**src/rtl/fx2fp16_converter.sv**
```systemverilog
// rtl/fx2fp16_converter.sv - signed fixed-point to IEEE-754 binary16 converter, bit-serial normalisation
module fx2fp16_converter #(
    parameter int DATA_WIDTH = 16,
    parameter int FRAC_BITS  = 8
) (
    input  logic                  clk,
    input  logic                  rst,
    input  logic                  in_valid,
    output logic                  in_ready,
    input  logic [15:0]           in_data,
    output logic                  out_valid,
    input  logic                  out_ready,
    output logic [DATA_WIDTH-1:0] out_data,
    output logic                  busy
);

    typedef enum logic [1:0] {
        IDLE  = 2'd0,
        NORM  = 2'd1,
        ROUND = 2'd2,
        DONE  = 2'd3
    } state_t;

    // Exponent of a magnitude whose MSB already sits at bit 15 (no shifts).
    localparam logic [5:0] EXP_TOP = 6'(30 - FRAC_BITS);

    state_t      state;
    logic [15:0] mag;
    logic        sgn;
    logic [3:0]  shift_cnt;

    logic [9:0]  mant;
    logic        guard;
    logic        sticky;
    logic        round_up;
    logic [10:0] mant_sum;
    logic [5:0]  exp_base;
    logic [5:0]  exp_final;
    logic [15:0] result;

    assign in_ready = (state == IDLE);
    assign busy     = (state != IDLE);

    // Round-to-nearest-even packing of the normalised magnitude; the hidden one is mag[15].
    always_comb begin
        mant      = mag[14:5];
        guard     = mag[4];
        sticky    = |mag[3:0];
        round_up  = guard & (sticky | mant[0]);
        mant_sum  = {1'b0, mant} + {10'd0, round_up};
        exp_base  = EXP_TOP - {2'b00, shift_cnt};
        exp_final = exp_base + {5'd0, mant_sum[10]};
        result    = 16'h0000;
        if (mag != 16'h0000) begin
            // A carry out of the mantissa means 1.111..1 rounded up to 10.000..0.
            result = {sgn, exp_final[4:0], (mant_sum[10] ? 10'd0 : mant_sum[9:0])};
        end
    end

    // Control FSM: accept, shift one bit per cycle until normalised, round, hold result until consumed.
    always_ff @(posedge clk) begin
        if (rst) begin
            state     <= IDLE;
            out_valid <= 1'b0;
            out_data  <= '0;
            mag       <= '0;
            sgn       <= 1'b0;
            shift_cnt <= '0;
        end else begin
            case (state)
                IDLE: begin
                    if (in_valid) begin
                        sgn       <= in_data[15];
                        // Negating 0x8000 wraps back to 0x8000, which is the correct magnitude.
                        mag       <= in_data[15] ? (~in_data + 16'd1) : in_data;
                        shift_cnt <= '0;
                        state     <= NORM;
                    end
                end
                NORM: begin
                    if ((mag == 16'h0000) || mag[15]) begin
                        state <= ROUND;
                    end else begin
                        mag       <= {mag[14:0], 1'b0};
                        shift_cnt <= shift_cnt + 4'd1;
                    end
                end
                ROUND: begin
                    out_data  <= result;
                    out_valid <= 1'b1;
                    state     <= DONE;
                end
                DONE: begin
                    if (out_ready) begin
                        out_valid <= 1'b0;
                        state     <= IDLE;
                    end
                end
                default: state <= IDLE;
            endcase
        end
    end

endmodule

```
**config.mk**
```make
export PLATFORM = sky130hd
export DESIGN_NAME = fx2fp16_converter
export DESIGN_NICKNAME = d
export VERILOG_FILES = /design/src/rtl/fx2fp16_converter.sv
export SDC_FILE = /design/constraint.sdc
export NUM_CORES = 1
export LEC_CHECK = 0
export BUFFER_PORTS_ARGS = -buffer_cell sky130_fd_sc_hd__buf_2
export CAP_MARGIN = 20
export CELL_PAD_IN_SITES_DETAIL_PLACEMENT = 0
export CELL_PAD_IN_SITES_GLOBAL_PLACEMENT = 2
export CORE_MARGIN = 2
export CORE_UTILIZATION = 33
export DETAILED_ROUTE_END_ITERATION = 8
export PLACE_DENSITY = 0.82
export SLEW_MARGIN = 40
export SYNTH_ARGS = -nofsm -noshare
export SYNTH_HDL_FRONTEND = slang
export SYNTH_SLANG_ARGS = --single-unit
export TNS_END_PERCENT = 5
```
**constraint.sdc**
```tcl
create_clock -name clk -period 2.4 [get_ports clk]
set_clock_uncertainty 0.15 [all_clocks]
set_input_delay 0.12 -clock clk [delete_from_list [all_inputs] [get_ports clk]]
set_output_delay 0.12 -clock clk [all_outputs]
set_load 0.005 [all_outputs]
```
## Word level (Yosys, flattened, before mapping)

Cells that the tools add are included.

- Bits of input ports: 20
- Register bits after elaboration: 40
- Output and inout bits: 19

- Add/sub/neg operators: 5
- Bitwise logic cells: 3
- Eq/ne operators: 7
- Muxes and demuxes: 15
- Reductions and logical operators: 12

Operator list:

| kind | number |
|---|---|
| $mux 16 | 4 |
| $pmux 16 s2 | 1 |
| $add 16x1->16 const B | 1 |
| $logic_not 16->1 | 1 |
| $not 16->16 | 1 |
| $reduce_bool 16->1 | 1 |
| $add 10x1->11 | 1 |
| $mux 10 | 1 |
| $mux 4 | 2 |
| $ne 2x2->1 const B | 4 |
| $pmux 2 s4 | 1 |
| $pmux 4 s2 | 1 |
| $mux 2 | 3 |
| $reduce_and 3->1 | 2 |
| $reduce_bool 2->1 | 3 |
| $add 5x1->5 | 1 |
| $sub 5x4->5 const A | 1 |
| $add 4x1->4 const B | 1 |
| $eq 2x2->1 const B | 2 |
| $reduce_and 2->1 | 2 |
| $reduce_or 4->1 | 1 |
| $eq 2x1->1 const B | 1 |
| $logic_not 2->1 | 1 |
| $pmux 1 s2 | 1 |
| 4 further kinds | 4 |

## Depth between registers and ports, before layout

- Depth after elaboration: 6
- Depth in mapped cells: 10

## Least setup slack after synthesis

No wires, ideal clock.

- Kind: register -> register
- Start: reg mag[4]
- End: reg out_data[12]
- Setup slack: 251 ps
- Stages on the path, launching flop included: 11
- Setup time: 128 ps
- Arrival time: 1,871 ps
- Buffers on the path: 0
- Clock period less this slack: 2,149 ps
- Data required time: 2,122 ps
- Path through: dfxtp_1 and2_1 ha_1 nand4_1 nor3_1 inv_1 ha_1 ha_1 xnor2_1 a22oi_1 nor2_1

- Cells in the longest elaborated chain, start to end: 4
- Elaborated cells between the ends (all ways): 5

RTL lines:

| what | RTL line | text |
|---|---|---|
| start, declared | 28 | `logic [15:0] mag;` |
| start signal, assigned | 75 | `mag <= in_data[15] ? (~in_data + 16'd1) : in_data;` |
| start signal, assigned | 84 | `mag <= {mag[14:0], 1'b0};` |
| $and 1x1->1 | 49 | `round_up = guard & (sticky \| mant[0]);` |
| $add 10x1->11 | 50 | `mant_sum = {1'b0, mant} + {10'd0, round_up};` |
| $add 5x1->5 | 52 | `exp_final = exp_base + {5'd0, mant_sum[10]};` |
| $mux 16 * | 54 | `if (mag != 16'h0000) begin` |
| end signal, assigned | 89 | `out_data <= result;` |
| end, declared | 13 | `output logic [DATA_WIDTH-1:0] out_data,` |

Every way passes the cells marked *; elsewhere a longest branch is shown, timed or not.
A chain may end at the register's enable or synchronous reset.

## Worst setup path in the final report

- Start: reg mag[1]
- End: reg shift_cnt[3]

- Cells in the longest elaborated chain, start to end: 4

RTL lines:

| what | RTL line | text |
|---|---|---|
| $logic_not 16->1 | 81 | `if ((mag == 16'h0000) \|\| mag[15]) begin` |
| $logic_or 1x1->1 | 81 |  |
| $ne 2x2->1 (no source line) | n/a |  |
| $reduce_and 3->1 (no source line) | n/a |  |
| end signal, assigned | 85 | `shift_cnt <= shift_cnt + 4'd1;` |
| end, declared | 30 | `logic [3:0] shift_cnt;` |

No other way between the ends.

==> impl_metrics.yaml <==
run_status:
  status: "completed"
finish:
  fin_nets: 362
  ff_latch_area_um2: 803
  num_antenna_cells: 0
  fillers: 797
  final_cells: 433
  synthToLayoutAreaGrowth_pct: 18.1
  drive_above_1_share: 0.225
  fin_area_mm2: 0.00283
  utilization: 0.397
  multiInputGateArea_mm2: 0.00147
worst_hold_path:
  min_to: "mag[14]$_SDFFE_PP0P_"
  hold_path_class: "primary input to flop"
  min_path_cells: 3
  min_from: "in_data[14]"
power:
  power_mw: 3.24
  ir_drop_v: 0.000333
  p_leak_nw: 1.09
  power.density_mw_per_mm2: 1140
floorplan:
  io_pins: 39
  die_area_mm2: 0.00796
  rows: 31
  die_h_um: 89.2
  start_util: 0.336
  core_area_mm2: 0.00714
  die-width_um: 89.2
setup_path:
  timing.reg2reg.setup_slack_ns: 0.14
  reg2reg_depth: 6
  end_kind: "flop"
  r2r-end: "shift_cnt[3]$_SDFFE_PP0P_"
  start_kind: "flop"
  timing.rr.start: "mag[1]$_SDFFE_PP0P_"
  cp_data_arrival_time_ns: 2.32
  cp.required_ns: 2.46
  crit_type: "flop to flop"
  path_cells: "or4_1 -> nor3_4 -> a311o_2 -> buf_4 -> o21ai_0 -> a21oi_1"
  slowest_delay_ns: 0.61
  crit_slowest_cell: "or4_1"
  crit_fanout: 11
grt:
  grt_util_all_layers: 0.156
  grt_pass1_wl_um: 9890
  grt_pass1_vias: 2029
  grt_overflow: 0
  antenna_found_initial: 0
  grt_max_degree: 40
logic_synthesis:
  yosysSeqAreaShare: 0.334
  netlist.area_leader.share: 0.334
  synth_flop_cell: "dfxtp_1"
  ys_ff_latch: 40
  ys_types: 54
  async_flop_share: 0
  ys_top_cells_by_count: "dfxtp_1 (40), nand2_1 (33), nor2_1 (23)"
  syn-mean-instance-area_um2: 8.24
  synthTopCellsByArea: "dfxtp_1 (33%), xnor2_1 (5.8%), nand2_1 (5.2%)"
  synth_edf_count: 0
  synth_fp_nets: 320
  netlist_area_mm2: 0.00240
  yosysTopAreaCell: "dfxtp_1"
  syn_inst: 291
  yosysMostFrequentCell: "dfxtp_1"
  ys.warnings.count: 0
clocking:
  post_cts_buffers: 0
  clk_pin_slew_ns: 0.08
  cts_buffers: 5
  cts_root_buffer: "clkbuf_8"
  clock_latency_ns: 0.29
  cts_tree: "built"
  clkSinkCount: 40
  cts_htree_levels: 2
  cts_max_path_buffers: 2
drt:
  drcViolationCount: 0
  drt_iter0_drc: 73
  antenna_left: 0
  num_vias: 2183
  wl_um: 5590
  avgViaCountPerCell: 5.04
  dr.pass1.iters: 4
  wl_per_cell_um: 12.9
timing:
  slew_viol_final: 0
  finalCritPeriodShare: 0.941
  hold_viol_final: 0
  period_minus_slack_ns: 2.26
  setup_viol: 0
  setup_ws_ns: 0.142
  rsz0062_at_grt: "yes"
  whs_ns: 0.0563
  max_freq_mhz: 443
  fin_tns_setup_ns: 0
  worstMarginPinSlew_ns: 0.770
  relSlewSlack: 0.483
placed_design:
  post_dp_cell_area_mm2: 0.00271
  dpl.hpwl_um: 4100
  gp_congestion: 0.770
  dp_slack_ns: 0.0616
  io_buffers: 38
  dp_cells: 423
flow_run:
  cap_violations: 0
## routing by layer
metal  share of wire  track usage  vias up
met2            0.42        0.244       55
li1                -            -     1125
met4           0.014       0.0448        0
met5               0            0        -
met1            0.52        0.221      997
met3           0.054       0.0268        6
## registers in the layout (all words and copies together) (netlist names)
register / cells
mag: 16
out_data: 16
out_valid: 1
sgn: 1
shift_cnt: 4
state: 2
## area by class of cell
class | count | area share
clock buffers | 8 | 0.0318
multi-input cells | 223 | 0.520
inverters | 11 | 0.0146
well taps | 99 | 0.0438
repair buffers | 52 | 0.106
flip-flops and latches | 40 | 0.284
## worst max path at each step
stage	startpoint	to	slack [ns]
2_1_floorplan	mag[4]$_SDFFE_PP0P_	out_data[12]$_SDFFE_PP0P_	0.25
4_1_cts	mag[5]$_SDFFE_PP0P_	out_data[12]$_SDFFE_PP0P_	0.05
6_report	mag[1]$_SDFFE_PP0P_	shift_cnt[3]$_SDFFE_PP0P_	0.14
5_1_grt	mag[1]$_SDFFE_PP0P_	shift_cnt[3]$_SDFFE_PP0P_	-0.02
3_5_place_dp	mag[5]$_SDFFE_PP0P_	out_data[12]$_SDFFE_PP0P_	0.06
3_3_place_gp	mag[5]$_SDFFE_PP0P_	out_data[12]$_SDFFE_PP0P_	0.15
## layout by cell type, fill, tap and decap left out, types with 3 or more instances in the layout
| cell type | instances |
|---|---|
| nor2b_1 | 4 |
| mux2i_1 | 3 |
| a211oi_1 | 3 |
| nor3_1 | 5 |
| buf_4 | 12 |
| xnor2_1 | 16 |
| o31ai_1 | 4 |
| o211ai_1 | 8 |
| dfxtp_1 | 38 |
| clkbuf_8 | 6 |
| a22oi_1 | 10 |
| inv_1 | 9 |
| a21oi_2 | 5 |
| nand2_1 | 33 |
| a21oi_1 | 18 |
| ha_1 | 9 |
| buf_2 | 38 |
| nor2_1 | 23 |
| nand2b_1 | 10 |
| nand3_1 | 16 |
| nor4_1 | 4 |
| or4_1 | 3 |
| xor2_1 | 6 |
| o21ai_0 | 8 |
## power breakdown
group          internal, mW  switching [mW]  leakage [nW]
sequential            0.862           0.214         0.327
combinational         0.746           0.951         0.719
clock                 0.235           0.229        0.0455
## logic make-up after synthesis
logic type | share of synthesized area
adder cells (fa/ha/maj) | 0.0470
XOR/XNOR | 0.0804
multiplexers | 0.0125
AO/OA/AOI/OAI | 0.209
buffers and inverters | 0.0569
flip-flops | 0.334
AND/OR/NAND/NOR | 0.260
## worst max-delay path, delay by kind of cell (launching register included)
| family | cells | cell delay (ns) |
|---|---|---|
| simple gates | 2 | 0.92 |
| compound gates | 3 | 0.61 |
| flops | 1 | 0.33 |
| buf+inv | 1 | 0.18 |
## what timing repair did
item | 4_1_cts | 5_1_grt
endpoints found under the hold margin | 2 | 0
resized for setup | 0 | 3
endpoints found under the setup margin | 0 | 7
hold buffers | 2 | 0
(Power assumes the default switching activity.)
